[src/rtl/keypad_scan_ctrl.sv]
`default_nettype none
// ============================================================================
// Module   : keypad_scan_ctrl
// Summary  : Matrix keypad row scanner with frame-level key resolution,
//            multi-frame debounce and a valid/ack press-event interface.
// Revision : 1.0  initial release
// ============================================================================
module keypad_scan_ctrl #(
    parameter int ROWS     = 4,
    parameter int COLS     = 3,
    parameter int DWELL    = 1000,
    parameter int DEBOUNCE = 4,
    parameter int CODE_W   = $clog2(ROWS*COLS)
) (
    input  logic              clk,
    input  logic              rst_n,
    input  logic [COLS-1:0]   cols,
    output logic [ROWS-1:0]   rows,
    output logic              key_valid,
    output logic [CODE_W-1:0] key_code,
    input  logic              key_ack,
    output logic              key_held,
    output logic              multi,
    output logic              overrun
);

    localparam int ROW_W   = $clog2(ROWS);
    localparam int DWELL_W = $clog2(DWELL);
    localparam int CNT_W   = $clog2(DEBOUNCE + 1);

    typedef enum logic [1:0] {
        KIND_NONE  = 2'b00,
        KIND_KEY   = 2'b01,
        KIND_MULTI = 2'b10
    } kind_e;

    logic [COLS-1:0]    cols_meta_q, cols_sync_q;
    logic [ROWS-1:0]    rows_q;
    logic [ROW_W-1:0]   row_q;
    logic [DWELL_W-1:0] dwell_q;
    logic [1:0]         hits_q;
    logic [CODE_W-1:0]  first_q;
    kind_e              cand_kind_q, acc_kind_q;
    logic [CODE_W-1:0]  cand_idx_q, acc_idx_q;
    logic [CNT_W-1:0]   stab_q;
    logic               evt_q;
    logic [CODE_W-1:0]  evt_code_q;
    logic               key_valid_q, overrun_q;
    logic [CODE_W-1:0]  key_code_q;

    logic               last_dwell_d, frame_end_d;
    logic [CODE_W-1:0]  row_base_d, row_first_d, first_sum_d, res_idx_d;
    logic [1:0]         row_cnt_d, hits_sum_d;
    logic [2:0]         hits_tmp_d;
    kind_e              res_kind_d;
    logic [CNT_W-1:0]   stab_d;
    logic               accept_d, press_d;

    assign last_dwell_d = (dwell_q == DWELL_W'(DWELL - 1));
    assign frame_end_d  = last_dwell_d && (row_q == ROW_W'(ROWS - 1));
    assign row_base_d   = CODE_W'(row_q) * CODE_W'(COLS);

    // Resolve the current row sample, fold it into the frame and debounce it
    always_comb begin
        row_cnt_d   = 2'd0;
        row_first_d = row_base_d;
        // Descending walk so the lowest set column is the one left standing
        for (int c = COLS - 1; c >= 0; c--) begin
            if (cols_sync_q[c]) begin
                row_first_d = row_base_d + CODE_W'(c);
                if (row_cnt_d != 2'd2) begin
                    row_cnt_d = row_cnt_d + 2'd1;
                end
            end
        end
        hits_tmp_d  = {1'b0, hits_q} + {1'b0, row_cnt_d};
        hits_sum_d  = (hits_tmp_d >= 3'd2) ? 2'd2 : hits_tmp_d[1:0];
        // Earlier rows win: adopt this row's hit only when the frame has no prior hits
        first_sum_d = (hits_q == 2'd0) ? row_first_d : first_q;

        res_kind_d = KIND_NONE;
        res_idx_d  = '0;
        if (hits_sum_d == 2'd1) begin
            res_kind_d = KIND_KEY;
            res_idx_d  = first_sum_d;
        end else if (hits_sum_d == 2'd2) begin
            res_kind_d = KIND_MULTI;
        end

        if ((res_kind_d == cand_kind_q) && (res_idx_d == cand_idx_q)) begin
            stab_d = (stab_q == CNT_W'(DEBOUNCE)) ? stab_q : stab_q + CNT_W'(1);
        end else begin
            stab_d = CNT_W'(1);
        end
        accept_d = (stab_d == CNT_W'(DEBOUNCE));
        // A press is a newly accepted key that differs from the accepted one
        press_d  = accept_d && (res_kind_d == KIND_KEY) &&
                   ((acc_kind_q != KIND_KEY) || (acc_idx_q != res_idx_d));
    end

    // Column synchronizer, row sequencing and per-frame accumulation
    always_ff @(posedge clk) begin
        if (!rst_n) begin
            cols_meta_q <= '0;
            cols_sync_q <= '0;
            rows_q      <= ROWS'(1);
            row_q       <= '0;
            dwell_q     <= '0;
            hits_q      <= 2'd0;
            first_q     <= '0;
        end else begin
            cols_meta_q <= cols;
            cols_sync_q <= cols_meta_q;
            if (last_dwell_d) begin
                dwell_q <= '0;
                rows_q  <= {rows_q[ROWS-2:0], rows_q[ROWS-1]};
                if (frame_end_d) begin
                    row_q   <= '0;
                    hits_q  <= 2'd0;
                    first_q <= '0;
                end else begin
                    row_q   <= row_q + ROW_W'(1);
                    hits_q  <= hits_sum_d;
                    first_q <= first_sum_d;
                end
            end else begin
                dwell_q <= dwell_q + DWELL_W'(1);
            end
        end
    end

    // Frame-rate debounce, accepted state and press-event registration
    always_ff @(posedge clk) begin
        if (!rst_n) begin
            cand_kind_q <= KIND_NONE;
            cand_idx_q  <= '0;
            stab_q      <= '0;
            acc_kind_q  <= KIND_NONE;
            acc_idx_q   <= '0;
            evt_q       <= 1'b0;
            evt_code_q  <= '0;
        end else begin
            evt_q <= frame_end_d && press_d;
            if (frame_end_d) begin
                cand_kind_q <= res_kind_d;
                cand_idx_q  <= res_idx_d;
                stab_q      <= stab_d;
                if (accept_d) begin
                    acc_kind_q <= res_kind_d;
                    acc_idx_q  <= res_idx_d;
                end
                if (press_d) begin
                    evt_code_q <= res_idx_d;
                end
            end
        end
    end

    // Valid/ack handshake with sticky overrun on dropped events
    always_ff @(posedge clk) begin
        if (!rst_n) begin
            key_valid_q <= 1'b0;
            key_code_q  <= '0;
            overrun_q   <= 1'b0;
        end else if (evt_q) begin
            if (!key_valid_q || key_ack) begin
                key_valid_q <= 1'b1;
                key_code_q  <= evt_code_q;
            end else begin
                overrun_q <= 1'b1;
            end
        end else if (key_valid_q && key_ack) begin
            key_valid_q <= 1'b0;
        end
    end

    assign rows      = rows_q;
    assign key_valid = key_valid_q;
    assign key_code  = key_code_q;
    assign overrun   = overrun_q;
    assign key_held  = (acc_kind_q == KIND_KEY);
    assign multi     = (acc_kind_q == KIND_MULTI);

endmodule
`default_nettype wire

[config.mk]
export PLATFORM = sky130hd
export DESIGN_NAME = keypad_scan_ctrl
export DESIGN_NICKNAME = d
export VERILOG_FILES = /design/src/rtl/keypad_scan_ctrl.sv
export SDC_FILE = /design/constraint.sdc
export NUM_CORES = 1
export LEC_CHECK = 0
export BUFFER_PORTS_ARGS = -buffer_cell sky130_fd_sc_hd__buf_2
export CORE_MARGIN = 2
export CORE_UTILIZATION = 60
export DETAILED_ROUTE_END_ITERATION = 7
export PLACE_DENSITY = 0.79
export SYNTH_ARGS = -nofsm -noshare
export SYNTH_HDL_FRONTEND = slang
export SYNTH_SLANG_ARGS = --single-unit
[constraint.sdc]
create_clock -name clk -period 8.5 [get_ports clk]
set_clock_uncertainty 0.05 [all_clocks]
set_input_delay 0.425 -clock clk [delete_from_list [all_inputs] [get_ports clk]]
set_output_delay 0.425 -clock clk [all_outputs]
set_load 0.005 [all_outputs]
==> impl.org <==
** Die
- Die Outline Area :: 0.00510 mm²
- For this design the top-level I/O count stands at 18.
- Total core area :: 0.00435 mm²
- From left edge to right edge, the die measures 71.4 µm.
- In this run the core area contains 24 standard-cell rows.
- Effective utilization at floorplan :: between 60% and 70%
- Die height :: just over 70 µm

** Placement
- Summed over all nets, the half-perimeter wirelength after detailed placement is between 3000 and 4000 µm.
- IO buf count :: 17
- Area of placed instances :: 0.00282 mm²
- At the end of routability-driven placement, the weighted congestion stood at 0.884.
- Post-Place Setup Slack :: 5.06 ns

** STA
- The worst path needs 3.47 ns of the cycle, external delays included.
- Final cycle utilization of the critical path :: 40.9%
- Setup total negative slack on the finished layout was measured at 0 ns.
- Relative slew slack :: between 30% and 40%
- For the pin with the worst max-slew slack, the measured transition is 0.970 ns.
- The number of pins with negative max-slew slack in the final report came to 0.
- Maximum clock rate :: 0.288 GHz
- The number of hold violations in the final report came to 0.
- Minimum hold slack :: 0.259 ns
- Setup repair after global routing left no endpoint under its margin.
- Final setup vio count :: 0
- In the post-route analysis, the smallest setup slack over all paths is slightly above 5 ns.

** Route
- The detail route stage leaves a number of antenna-violating nets equal to 0.
- After detailed routing, the average wire length per cell comes to 14.1 µm.
- In this run, the number of DRC markers left after iteration 0 of detailed routing was around 130.
- Drt total wl :: 5350 µm
- Number of optimization iterations in the first detailed-route pass :: 4
- For this block, the via count after detailed routing is about 2200.
- Number of remaining DRC errors :: 0
- Vias per inst :: 5.73

** Global route
- Grt total ovfl :: 0
- Number of global-route vias before repair :: a little over 2000
- Global routing usage summed across all routing layers :: 22.7%
- Entering global routing, the biggest net connects 32 pins.
- The first global-routing pass estimated about 9200 µm of wire.
- The number of antenna violations at the first check in global routing was 0.

** Clock tree
- Clk pin slew, worst setup/hold paths :: 0.10 ns
- Buffers inserted to repair hold after CTS numbered 0.
- TritonCTS clock tree :: yes
- Number of gates resized after cts :: 0
- The root buffer cell chosen for the clock tree is clkbuf_8.
- Clock tree buffer depth :: 2
- Sinks on the clock net :: 54
- Clock tree synthesis inserted a total of 5 buffers.
- Maximum level of the CTS H-tree :: 2
- For the worst-skew pair, the clock arrives at the later sink with an insertion delay of 0.31 ns.
- Post-CTS timing repair inserted 0 buffers for setup.

** Final layout
- ANT cells :: 0
- Number of nets in the layout :: 345
- Of the cells placed in the final design, the portion with a size suffix greater than 1 is a little over a tenth.
- Growth of design area from synthesis to finish :: 6.51%
- Final design area excluding fillers :: 0.00291 mm²
- The filler cells instantiated in the layout total 367.
- Cells fill 66.7% of the core in the end.

** Pwr
- In this run the power density over the cells is 146 mW/mm².
- Worst vdd rail ir drop :: 108 µV
- Leakage power of the design :: between 1 and 1.5 nW

** Synth
- The cell area that synthesis handed to floorplanning was 0.00273 mm².
- After synthesis the netlist holds a flip-flop and latch count of 54.
- The number of nets in the synthesized netlist is around 340.
- Yosys printed 0 warnings.
- For this run, the leading register cell type out of synthesis is dfxtp_1.
- The synthesized design contains 0 enable-type register cells.
- For this run, asynchronously set or reset flops after synthesis account for 0%.
- Averaged over all synthesized cells, the footprint is 8.58 µm².
- Yosys mapped the design onto 51 distinct sky130hd cell types.
- Synthesis handed over a netlist of 318 instances.
- After synthesis, flip-flops and latches occupy 39.6% of the total area.

** Outcome
- Result of the run :: complete, no violations

** Worst setup path
- Largest fanout of any net on the critical path :: 9
- In this run the worst setup path begins at cols_sync_q[1]$_SDFF_PN0_.
- Worst r2r dst :: stab_q[0]$_SDFFE_PN0P_
- Last element of the critical path :: stab_q[0]$_SDFFE_PN0P_
- For the worst setup path, the data arrival time is roughly 3.6 ns.
- Crit path capture type :: flip-flop
- STA puts the critical path data required time at ~8.7 ns.
- Crit start category :: flip-flop
- Crit Reg-Reg Startpoint :: cols_sync_q[1]$_SDFF_PN0_
- Worst r2r path cells :: 13
- Setup Crit Path Kind :: flip-flop to flip-flop
- For flop-to-flop paths, the worst setup slack is a little over 5 ns.

** Worst hold path
- The tightest min-delay check is of the input pin to flip-flop type.

** Job
- Max-cap viol count :: 0
[cell type report]
type | instances | area [µm²] | area share (%)
Clock inverter | 2 | 13.8 | 0.474
Sequential cell | 54 | 1080 | 37.2
Inverter | 12 | 45.0 | 1.55
Timing Repair Buffer | 18 | 92.6 | 3.19
Tap cell | 52 | 65.1 | 2.24
Multi-Input combinational cell | 237 | 1540 | 53.0
Clock buffer | 5 | 68.8 | 2.37
[how the worst min path moves through the flow]
stage	from	endpoint	slack, ns	cells past startpoint
finish	cols[0]	cols_meta_q[0]$_SDFF_PN0_	0.26	2
global route	cols[0]	cols_meta_q[0]$_SDFF_PN0_	0.26	2
CTS	cols[0]	cols_meta_q[0]$_SDFF_PN0_	0.25	2
detailed placement	cols_meta_q[2]$_SDFF_PN0_	cols_sync_q[2]$_SDFF_PN0_	0.37	1
global placement	cols_meta_q[0]$_SDFF_PN0_	cols_sync_q[0]$_SDFF_PN0_	0.37	1
floorplan	cols_meta_q[0]$_SDFF_PN0_	cols_sync_q[0]$_SDFF_PN0_	0.36	1
[through the flow]
| stage | instances | power [W] |
|---|---|---|
| after global routing | 380 | 0.000439 |
| after global placement | 373 | 0.000289 |
| after CTS | 380 | 0.000429 |
| final | 380 | 0.000424 |
| after floorplan | 318 | 0.000284 |
| after detailed placement | 373 | 0.000289 |
[report_power, final]
| group | switching (W) | internal (W) |
|---|---|---|
| registers | 0.00000241 | 0.000255 |
| logic | 0.0000159 | 0.00000970 |
| clock network | 0.0000837 | 0.0000571 |
[kinds of logic after synthesis]
kind of cell	count (synthesis)	synth area share, %
simple gates	128	23.2
compound gates	69	17.7
flops	54	39.6
buf+inv	27	3.94
mux	18	6.70
xor+xnor	11	3.53
fa+ha+maj	11	5.32
[worst max-delay path, cell delays in order, from the launching register on]
cell	delay, ns
dfxtp_1	0.46
inv_1	0.10
ha_1	0.30
mux2_2	0.27
ha_1	0.18
inv_1	0.07
fa_1	0.45
nand3_1	0.25
a211oi_1	0.08
mux2i_1	0.23
inv_1	0.13
a211oi_4	0.40
a41oi_1	0.16
o211a_1	0.22
[cell usage in the layout, fill, tap and decap left out, drive strengths merged, types with 2 or more instances in the layout]
cell / n
dfxtp: 54
nor2: 34
nand2: 31
a21oi: 27
buf: 18
nand3: 16
mux2i: 16
o21ai: 16
inv: 13
and2: 11
ha: 10
xnor2: 6
nand2b: 5
xor2: 5
and3: 5
nor3: 5
clkbuf: 5
or3: 4
nor2b: 4
a211oi: 4
nand4: 3
nor4: 3
a22oi: 3
o31ai: 3
mux2: 2
a21o: 2
nor4b: 2
o211a: 2
a211o: 2
or2: 2
[Yosys cell counts, drive strengths merged (3+ instances only)]
| cell | n | area share, % |
|---|---|---|
| a21oi | 27 | 5.1 |
| nand4 | 3 | 0.69 |
| inv | 12 | 1.7 |
| nor2b | 4 | 1.2 |
| xnor2 | 6 | 1.9 |
| or3 | 4 | 0.92 |
| and2 | 11 | 2.5 |
| o31ai | 3 | 1.3 |
| buf | 5 | 0.92 |
| nor2 | 34 | 4.7 |
| a22oi | 3 | 0.83 |
| nand3 | 16 | 2.9 |
| nor3 | 5 | 0.92 |
| nand2b | 5 | 1.1 |
| ha | 10 | 4.6 |
| xor2 | 5 | 1.6 |
| and3 | 5 | 1.1 |
| mux2i | 16 | 5.9 |
| a211oi | 4 | 1.6 |
| nand2 | 31 | 4.3 |
| o21ai | 16 | 3.1 |
| clkbuf | 10 | 1.4 |
| nor4 | 3 | 0.69 |
| dfxtp | 54 | 40 |
[flip-flops by register name, summed over array words and instances, names as in the netlist, 2 cells and up]
signal / cells
dwell_q: 10
acc_idx_q: 4
cand_idx_q: 4
evt_code_q: 4
first_q: 4
key_code: 4
rows: 4
cols_meta_q: 3
cols_sync_q: 3
stab_q: 3
acc_kind_q: 2
cand_kind_q: 2
hits_q: 2
row_q: 2
[per-layer routing]
layer,part of all wire (%),global-route usage [%],vias to the layer above
met3,4.1,4.36,7
met5,0,0,-
met2,50,38.1,37
met1,44,28.9,1015
li1,-,-,1120
met4,1.4,9.22,0
Note: power is estimated with default switching activity, not from simulation.
